File: config.mk
export PLATFORM = sky130hd
export DESIGN_NAME = reg_writeback_unit
export DESIGN_NICKNAME = d
export VERILOG_FILES = /design/src/rtl/reg_writeback_unit.sv
export SDC_FILE = /design/constraint.sdc
export NUM_CORES = 1
export LEC_CHECK = 0
export BUFFER_PORTS_ARGS = -buffer_cell sky130_fd_sc_hd__buf_4
export CORE_MARGIN = 2
export CORE_UTILIZATION = 50
export DETAILED_ROUTE_END_ITERATION = 8
export PLACE_DENSITY = 0.72
export RECOVER_POWER = 50
export SYNTH_ARGS = -nofsm -noshare
export SYNTH_HDL_FRONTEND = slang
export SYNTH_SLANG_ARGS = --single-unit
File: constraint.sdc
create_clock -name Clk -period 5.5 [get_ports Clk]
set_input_delay 0.825 -clock Clk [delete_from_list [all_inputs] [get_ports Clk]]
set_output_delay 0.825 -clock Clk [all_outputs]
set_load 0.03 [all_outputs]
File: src/rtl/reg_writeback_unit.sv
// ---------------------------------------------------------------------------
// reg_writeback_unit
//
// Purpose:
//   Sole write-side master of the 32x32 register file. It merges two writeback
//   sources into one in-order queue and retires one entry per clock:
//     - source A: the single-cycle pipeline. It is never stalled, so if no
//       slot is free the write is dropped and Overflow is flagged.
//     - source B: the multi-cycle unit, with a valid/ready handshake.
//   It also keeps a pending-destination scoreboard for issued long-latency
//   ops. Queued data that has not yet been written is forwarded to the two
//   read ports.
//
// Ports:
//   Clk, Reset_n             clock (rising edge), async active-low reset
//   A_Valid/A_RW/A_Data      pipeline writeback
//   B_Valid/B_Ready/B_RW/B_Data  multi-cycle writeback handshake
//   Iss_Valid/Iss_RW         long-latency op issue (marks destination pending)
//   RA, RB                   register file read addresses
//   FwdA/FwdA_Data           forwarding hit and value for RA
//   FwdB/FwdB_Data           forwarding hit and value for RB
//   StallA, StallB           read address waits on an unreturned result
//   RegWr/RW/BusW            register file write port (captured at negedge)
//   Overflow                 sticky flag: an A write was lost (queue full)
// ---------------------------------------------------------------------------
module reg_writeback_unit #(
   parameter int DEPTH  = 4,
   parameter int DATA_W = 32,
   parameter int ADDR_W = 5
) (
   input  logic              Clk,
   input  logic              Reset_n,
   input  logic              A_Valid,
   input  logic [ADDR_W-1:0] A_RW,
   input  logic [DATA_W-1:0] A_Data,
   input  logic              B_Valid,
   output logic              B_Ready,
   input  logic [ADDR_W-1:0] B_RW,
   input  logic [DATA_W-1:0] B_Data,
   input  logic              Iss_Valid,
   input  logic [ADDR_W-1:0] Iss_RW,
   input  logic [ADDR_W-1:0] RA,
   input  logic [ADDR_W-1:0] RB,
   output logic              FwdA,
   output logic [DATA_W-1:0] FwdA_Data,
   output logic              FwdB,
   output logic [DATA_W-1:0] FwdB_Data,
   output logic              StallA,
   output logic              StallB,
   output logic              RegWr,
   output logic [ADDR_W-1:0] RW,
   output logic [DATA_W-1:0] BusW,
   output logic              Overflow
);

   localparam int PW = $clog2(DEPTH);   // pointer width
   localparam int CW = PW + 1;          // count width, holds 0..DEPTH
   localparam int NREG = 1 << ADDR_W;
   localparam logic [CW:0] DEPTH_L = (CW+1)'(DEPTH);

   // Queue storage. Occupancy is tracked by count alone, so the payload
   // needs no reset.
   logic [ADDR_W-1:0] qRw   [DEPTH];
   logic [DATA_W-1:0] qData [DEPTH];

   logic [PW-1:0]     head;
   logic [PW-1:0]     tail;
   logic [CW-1:0]     count;
   logic [NREG-1:0]   pending;
   logic [NREG-1:0]   pendingNext;

   logic              pop;
   logic              aReq;
   logic              aPush;
   logic              aDrop;
   logic              bHs;
   logic              bPush;
   logic [CW:0]       freeSpace;
   logic [PW-1:0]     bSlot;
   logic [DATA_W:0]   fwdResA;
   logic [DATA_W:0]   fwdResB;

   // ------------------------------------------------------------------------
   // Push/pop decisions
   // ------------------------------------------------------------------------
   always_comb begin
      pop       = (count != '0);
      // The entry popped on this edge frees its slot for a push on the
      // same edge.
      freeSpace = DEPTH_L - {1'b0, count} + (CW+1)'(pop);
      aReq      = A_Valid && (A_RW != '0);
      aPush     = aReq && (freeSpace != '0);
      aDrop     = aReq && (freeSpace == '0);
      // B takes a slot only after A has been given one, so A stays ahead of B.
      B_Ready   = (freeSpace >= ((CW+1)'(1) + (CW+1)'(aReq)));
      bHs       = B_Valid && B_Ready;
      bPush     = bHs && (B_RW != '0);
      bSlot     = tail + PW'(aPush);
   end

   // ------------------------------------------------------------------------
   // Scoreboard next state. If an issue and a B return hit the same register
   // on the same edge, the issue wins.
   // ------------------------------------------------------------------------
   always_comb begin
      pendingNext = pending;
      if (bHs)
         pendingNext[B_RW] = 1'b0;
      if (Iss_Valid && (Iss_RW != '0))
         pendingNext[Iss_RW] = 1'b1;
      pendingNext[0] = 1'b0;
   end

   // ------------------------------------------------------------------------
   // Queue payload writes
   // ------------------------------------------------------------------------
   always_ff @(posedge Clk) begin
      if (aPush) begin
         qRw[tail]   <= A_RW;
         qData[tail] <= A_Data;
      end
      if (bPush) begin
         qRw[bSlot]   <= B_RW;
         qData[bSlot] <= B_Data;
      end
   end

   // ------------------------------------------------------------------------
   // Control state and register file write port
   // ------------------------------------------------------------------------
   always_ff @(posedge Clk or negedge Reset_n) begin
      if (!Reset_n) begin
         head     <= '0;
         tail     <= '0;
         count    <= '0;
         pending  <= '0;
         RegWr    <= 1'b0;
         RW       <= '0;
         BusW     <= '0;
         Overflow <= 1'b0;
      end else begin
         head    <= head + PW'(pop);
         tail    <= tail + PW'(aPush) + PW'(bPush);
         count   <= count - CW'(pop) + CW'(aPush) + CW'(bPush);
         pending <= pendingNext;
         if (pop) begin
            RegWr <= 1'b1;
            RW    <= qRw[head];
            BusW  <= qData[head];
         end else begin
            RegWr <= 1'b0;
         end
         if (aDrop)
            Overflow <= 1'b1;
      end
   end

   // ------------------------------------------------------------------------
   // Forwarding lookup. Queue entries are searched newest to oldest, then
   // the output stage, so the newest value always wins. Bit DATA_W is the
   // hit flag.
   // ------------------------------------------------------------------------
   function automatic logic [DATA_W:0] fwdLookup(input logic [ADDR_W-1:0] ra);
      logic [DATA_W:0] res;
      logic            found;
      logic [PW-1:0]   idx;
      res   = '0;
      found = 1'b0;
      if (ra != '0) begin
         for (int i = 0; i < DEPTH; i++) begin
            idx = tail - PW'(i) - PW'(1);
            if (!found && (CW'(i) < count) && (qRw[idx] == ra)) begin
               found = 1'b1;
               res   = {1'b1, qData[idx]};
            end
         end
         if (!found && RegWr && (RW == ra))
            res = {1'b1, BusW};
      end
      return res;
   endfunction

   always_comb begin
      fwdResA = fwdLookup(RA);
      fwdResB = fwdLookup(RB);
   end

   assign FwdA      = fwdResA[DATA_W];
   assign FwdA_Data = fwdResA[DATA_W-1:0];
   assign FwdB      = fwdResB[DATA_W];
   assign FwdB_Data = fwdResB[DATA_W-1:0];

   assign StallA = pending[RA] && (RA != '0);
   assign StallB = pending[RB] && (RB != '0);

endmodule

* Word level (Yosys, flattened, before mapping)
Memories as Yosys holds them, arrays and structs flattened. A register that Yosys moved wholly into a read port is not among the register bits. Cells that the tools add are included.
Word-level totals: output and inout port bits 108, bits in read-only memories 0, bits of input ports 94, memory bits (writable) 148, memories 2, bits in registers 40, bits in latches 0, word-level logic and storage cells 136
Memory list:
- qData | depth 4, width 32, rd ports 5, clocked after Yosys merged registers in 1, wr ports 2, line 64 | logic [DATA_W-1:0] qData [DEPTH];
- qRw | depth 4, width 5, rd ports 5, clocked after Yosys merged registers in 1, wr ports 2, line 63 | logic [ADDR_W-1:0] qRw [DEPTH];
Cells by class: shifts and indexed selects 0, multiply operators 0, reductions and logical operators 46, multiplexer cells 43, eq/ne operators 10, bitwise operators 3, divide/modulo/power cells 0, $lt $le $gt $ge 11, $add $sub $neg 15
Operator list (count):
- 2-to-1 mux 33 bit | 12
- 2-to-1 mux 32 bit | 2
- equality test 5 bit | 10
- AND 32 bit | 1
- inverter 32 bit | 1
- bitwise OR 32 bit | 1
- logical AND 1 bit | 28
- 2-to-1 mux 1 bit | 25
- nonzero test 5 bit | 5
- < comparator 5 x 6 -> 1 bit (second input constant) | 4
- binary-select mux 1 bit (select 5 bit) | 2
- demux 1 bit (select 5 bit) | 2
- >= comparator 5 x 1 -> 1 bit (second input constant) | 2
- zero test 1 bit | 10
- subtractor 2 x 1 -> 2 bit (second input constant) | 4
- adder 2 x 1 -> 2 bit | 3
- adder 3 x 1 -> 3 bit | 2
- < comparator 1 x 3 -> 1 bit (first input constant) | 2
- < comparator 2 x 3 -> 1 bit (first input constant) | 2
- adder 4 x 1 -> 4 bit | 1
- >= comparator 4 x 2 -> 1 bit | 1
- zero test 4 bit | 1
- nonzero test 4 bit | 1
- subtractor 2 bit (second input constant) | 2
- other kinds (4) | 4

* Logic depth before layout (Yosys ltp)
An unclocked memory read counts as a cell.
depth in word-level cells 26, gate-level depth with buffers 22, mapped depth without buffers 14

* Least setup slack after synthesis
No wires, ideal clock.
path kind reg-to-output, start point register tail[0], end point output FwdA_Data[16], buffers on the path 10, setup slack -0.565 ns, stages on the path, launching flop included 20, data required time 4.675 ns, data arrival time 5.240 ns, path through dfrtp_1 -> buf_6 -> buf_8 -> buf_4 -> buf_4 -> buf_2 -> buf_2 -> buf_2 -> buf_2 -> inv_1 -> ha_1 -> buf_6 -> mux4_2 -> xor2_1 -> nor4_2 -> nand3_2 -> or3_4 -> buf_4 -> a32o_1 -> a31oi_1
Between the ends: cells in the longest elaborated chain, start to end 26, elaborated cells on any way between the ends 39, those cells by class 6 x add/sub; 4 x eq/ne; 14 x mux; 13 x reduce/logical; 2 x memory
RTL lines:
- from (decl) | line 67 | logic [PW-1:0] tail;
- from (signal assigned) | line 143 | tail <= tail + PW'(aPush) + PW'(bPush);
- subtractor 2 x 1 -> 2 bit | line 171 | idx = tail - PW'(i) - PW'(1);
- memory read (4 x 5 bit)
- equality test 5 bit | line 172 | if (!found && (CW'(i) < count) && (qRw[idx] == ra)) begin
- logical AND 1 bit | line 172
- 2-to-1 mux 1 bit | line 172
- 2-to-1 mux 1 bit | line 169 | if (ra != '0) begin
- zero test 1 bit | line 172
- logical AND 1 bit (2 in series) | line 172
- [7 not listed]
- zero test 1 bit | line 172
- logical AND 1 bit (2 in series) | line 172
- 2-to-1 mux 1 bit | line 172
- 2-to-1 mux 1 bit | line 169
- zero test 1 bit | line 177 | if (!found && RegWr && (RW == ra))
- logical AND 1 bit (2 in series) | line 177
- 2-to-1 mux 33 bit * | line 177
- 2-to-1 mux 33 bit * | line 169
- to (decl) | line 45 | output logic [DATA_W-1:0] FwdA_Data,
Every way passes the cells marked *; elsewhere a longest branch is shown, timed or not. The select of a mux whose other input is x is not followed.

* Worst setup path after layout
start point register tail[0], end point output FwdB_Data[6]
Between the ends: cells in the longest elaborated chain, start to end 26, elaborated cells on any way between the ends 39, those cells by class 6 x add/sub; 4 x eq/ne; 14 x mux; 13 x reduce/logical; 2 x memory
RTL lines:
- subtractor 2 x 1 -> 2 bit | line 171
- memory read (4 x 5 bit)
- equality test 5 bit | line 172
- logical AND 1 bit | line 172
- 2-to-1 mux 1 bit | line 172
- 2-to-1 mux 1 bit | line 169
- zero test 1 bit | line 172
- logical AND 1 bit (2 in series) | line 172
- [7 not listed]
- zero test 1 bit | line 172
- logical AND 1 bit (2 in series) | line 172
- 2-to-1 mux 1 bit | line 172
- 2-to-1 mux 1 bit | line 169
- zero test 1 bit | line 177
- logical AND 1 bit (2 in series) | line 177
- 2-to-1 mux 33 bit * | line 177
- 2-to-1 mux 33 bit * | line 169
- to (decl) | line 47 | output logic [DATA_W-1:0] FwdB_Data,
Marked as above.

==> run_results.csv <==
group,metric,value,unit
outcome,status,"finished with violations",
outcome,violations,"max-capacitance violations, max-slew violations",
pwr,totalPowerFinal,16.38,mW
placed_design,port-buffer-count,201,
cells_and_area,final_common_cell,"mux4_2",
cells_and_area,stdcell_count,2124,
die,ios,202,
sta,period_share,97.08,%
clock_network,cts_sinks,225,
cells_and_area,layout-drive-gt1-share,43.78,%
route,ant_nets,0,
clock_network,numCtsBuffers,26,
synthesis,synthArstFlopShare,34.22,%
cells_and_area,n_antenna_cell,0,
clock_network,cts-root-buf,"clkbuf_16",
die,die_area,0.03825,mm^2
clock_network,cts_htree_levels,1,
cells_and_area,fin_area,0.02157,mm^2
sta,fin_crit,5.340,ns
cells_and_area,fillers,2867,
pwr,total_leakage_power,7.276,nW
global_route,grt_first_pass_wirelength,91.38,mm
sta,rsz0062_at_grt,"false",
synthesis,synth_cell_types,66,
setup_path,rr_worst_depth,12,
synthesis,netlist_area,0.01835,mm^2
placed_design,gp_congestion,0.8889,
sta,skew,0.01257,ns
cells_and_area,layout.nets,1747,
clock_network,cts_tree,"built",
sta,final_hold_viol_count,0,
route,post_drt_via_cell_ratio,7.128,
setup_path,crit_type,"reg2out",
route,first_pass_iters,8,
synthesis,syn_inst,1508,
synthesis,syn_nets,1619,
setup_path,crit_start,"tail[0]$_DFF_PN0_",
hold_path,holdCritPathClass,"reg2reg",
synthesis,ys.flop_type,"edfxtp_1",
sta,drv_slew,130,
synthesis,synth_edf_count,148,
setup_path,cp.required,4.68,ns
global_route,globalRouteOverflowTotal,0,
pwr,powerDensity,759.5,mW/mm^2
synthesis,ys_seq_elements,225,
hold_path,whs_path_depth,1,
route,drt-met1-wl,21.29,mm
placed_design,post-dp-hpwl,38.85,mm
route,wl_met3,5.950,mm
route,drtIter0Drc,1787,
synthesis,synth_warnings,0,
setup_path,r2r_slack,0.77,ns
die,die_x,195.6,um
route,wl,60.25,mm
global_route,grt.total_usage,31.31,%
cells_and_area,final_cell_mix,"mux4_2 (200), buf_4 (196), mux2_2 (190)",
synthesis,avgSynthCellArea,12.17,um^2
die,start_util,50.49,%
sta,setup_viol,0,
placed_design,dp_cells,2075,
synthesis,seq_area_frac_synth,34.72,%
setup_path,worstSetupEndpointType,"primary output",
setup_path,arrival,4.51,ns
route,dr.max_layer_used,"met5",
clock_network,cts_setup_buffers,0,
setup_path,r2r-end,"qRw[0][0]$_DFFE_PP_",
clock_network,cts_buffer_depth,3,
die,fp-row-count,70,
sta,clock.fmax,187.3,MHz
setup_path,start_kind,"register",
setup_path,crit_path_end,"FwdB_Data[6]",
clock_network,worstSkewPairLatency,0.54,ns
setup_path,timing.rr.start,"count[2]$_DFF_PN0_",
clock_network,path_clk_slew,0.06,ns
setup_path,worstPathMaxFanout,31,
pwr,ir_drop,0.0005229,V
sta,slew_headroom,-174.9,%
global_route,antenna_found_initial,3,
placed_design,placed_area,0.02090,mm^2
global_route,grt_max_degree,90,
die,die_height,195.6,um
route,vias,15140,
route,drc,0,
cells_and_area,fin_util,59.34,%
global_route,grt_pass1_vias,15210,
sta,fin_tns_setup,0,ns
die,core,0.03635,mm^2
sta,worstMarginPinSlew,4.124,ns
route,dr_wl_met2,29.42,mm
flow_run,maxCapViolations,3,
cells_and_area,synthToLayoutAreaGrowth,17.51,%
route,wl_per_cell,28.37,um
## worst min-delay path by stage
stage,start,end,slack (ns)
finish,Overflow$_DFFE_PN0P_,Overflow$_DFFE_PN0P_,0.53
global route,Overflow$_DFFE_PN0P_,Overflow$_DFFE_PN0P_,0.55
CTS,Reset_n,pending[8]$_DFF_PN0_,0.46
detailed placement,pending[14]$_DFF_PN0_,pending[14]$_DFF_PN0_,0.51
global placement,pending[7]$_DFF_PN0_,pending[7]$_DFF_PN0_,0.50
floorplan,head[0]$_DFF_PN0_,head[0]$_DFF_PN0_,0.48
## kinds of logic (layout without fill, tap and decap cells)
logic type                 after synthesis  after routing  synth area share [%]
buffers and inverters                  162            310                 4.166
adders and majority gates               17             17                 1.241
DFF                                    225            225                 34.72
and+or+nand+nor                        330            330                 9.695
muxes                                  400            400                 36.75
xor gates and xnor gates                54             54                 2.618
AOI/OAI and AO/OA                      320            320                 10.82
## worst max-delay path, stage by stage, from the launching register on
cell and delay (ns):
dfrtp_4 0.50, inv_1 0.11, ha_4 0.44, mux4_2 0.38
xor2_1 0.19, nor4_4 0.28, buf_4 0.21, and2_2 0.24
buf_4 0.33, or3_1 0.20, buf_4 0.32, mux2i_1 0.47
a21oi_2 0.09, buf_4 0.18
## power by group
| group | switching (mW) | internal [mW] | total [mW] |
|---|---|---|---|
| registers | 0.854 | 2.81 | 3.67 |
| clock network | 0.722 | 1.02 | 1.74 |
| logic | 5.98 | 4.99 | 11.0 |
## registers in the layout, indices dropped and copies added, names as in the netlist
register	flops
BusW	32
Overflow	1
RW	5
RegWr	1
count	3
head	2
pending	31
qData	128
qRw	20
tail	2
## what timing repair did
| item | in CTS | in global routing |
|---|---|---|
| hold buffers | 0 | 0 |
| endpoints found under the setup margin | 0 | 40 |
| gates resized for setup | 0 | 2 |
## through the flow
step | setup WS [ns] | hold WS [ns]
after floorplan | 0.03833 | 0.4766
after detailed placement | 0.4978 | 0.5126
after CTS | 0.03924 | 0.4567
after global placement | 0.6548 | 0.4987
final | 0.1604 | 0.5290
after global routing | 0.06469 | 0.5522
## cell usage after synthesis (all sizes together) (5+ instances only)
master / n / area [um^2]
buf: 69 / 415.4
edfxtp: 148 / 4444
nand2: 101 / 379.1
nand3: 21 / 110.1
nor4: 8 / 105.1
xor2: 28 / 252.8
mux4: 200 / 4504
a31oi: 31 / 193.9
nor2: 65 / 254.0
ha: 15 / 187.7
a32o: 47 / 470.5
or3b: 5 / 43.79
or3: 53 / 336.6
inv: 14 / 52.55
clkbuf: 79 / 296.5
a21oi: 70 / 354.1
dfrtp: 77 / 1927
nand4: 5 / 37.53
o311ai: 7 / 61.31
nand3b: 11 / 82.58
xnor2: 26 / 227.7
nand2b: 36 / 232.7
o21ai: 136 / 680.7
o31ai: 9 / 67.56
o211ai: 7 / 52.55
mux2i: 10 / 100.1
mux2: 190 / 2140
## layout make-up
cell class | count | area, um^2 | area share, %
Multi-Input combinational cell | 1121 | 11960 | 55.47
Sequential cell | 225 | 6379 | 29.58
Timing Repair Buffer | 248 | 1745 | 8.093
Clock buffer | 41 | 780.7 | 3.620
Tap cell | 468 | 585.6 | 2.715
Clock inverter | 7 | 60.06 | 0.2785
Inverter | 14 | 52.55 | 0.2437
## per-layer routing
layer / GRT usage, % / vias up
li1: - / 6291
met1: 39.28 / 7583
met2: 52.09 / 1009
met3: 5.786 / 250
met4: 16.17 / 6
met5: 0 / -
No activity file was read; power rests on OpenSTA's default activity.
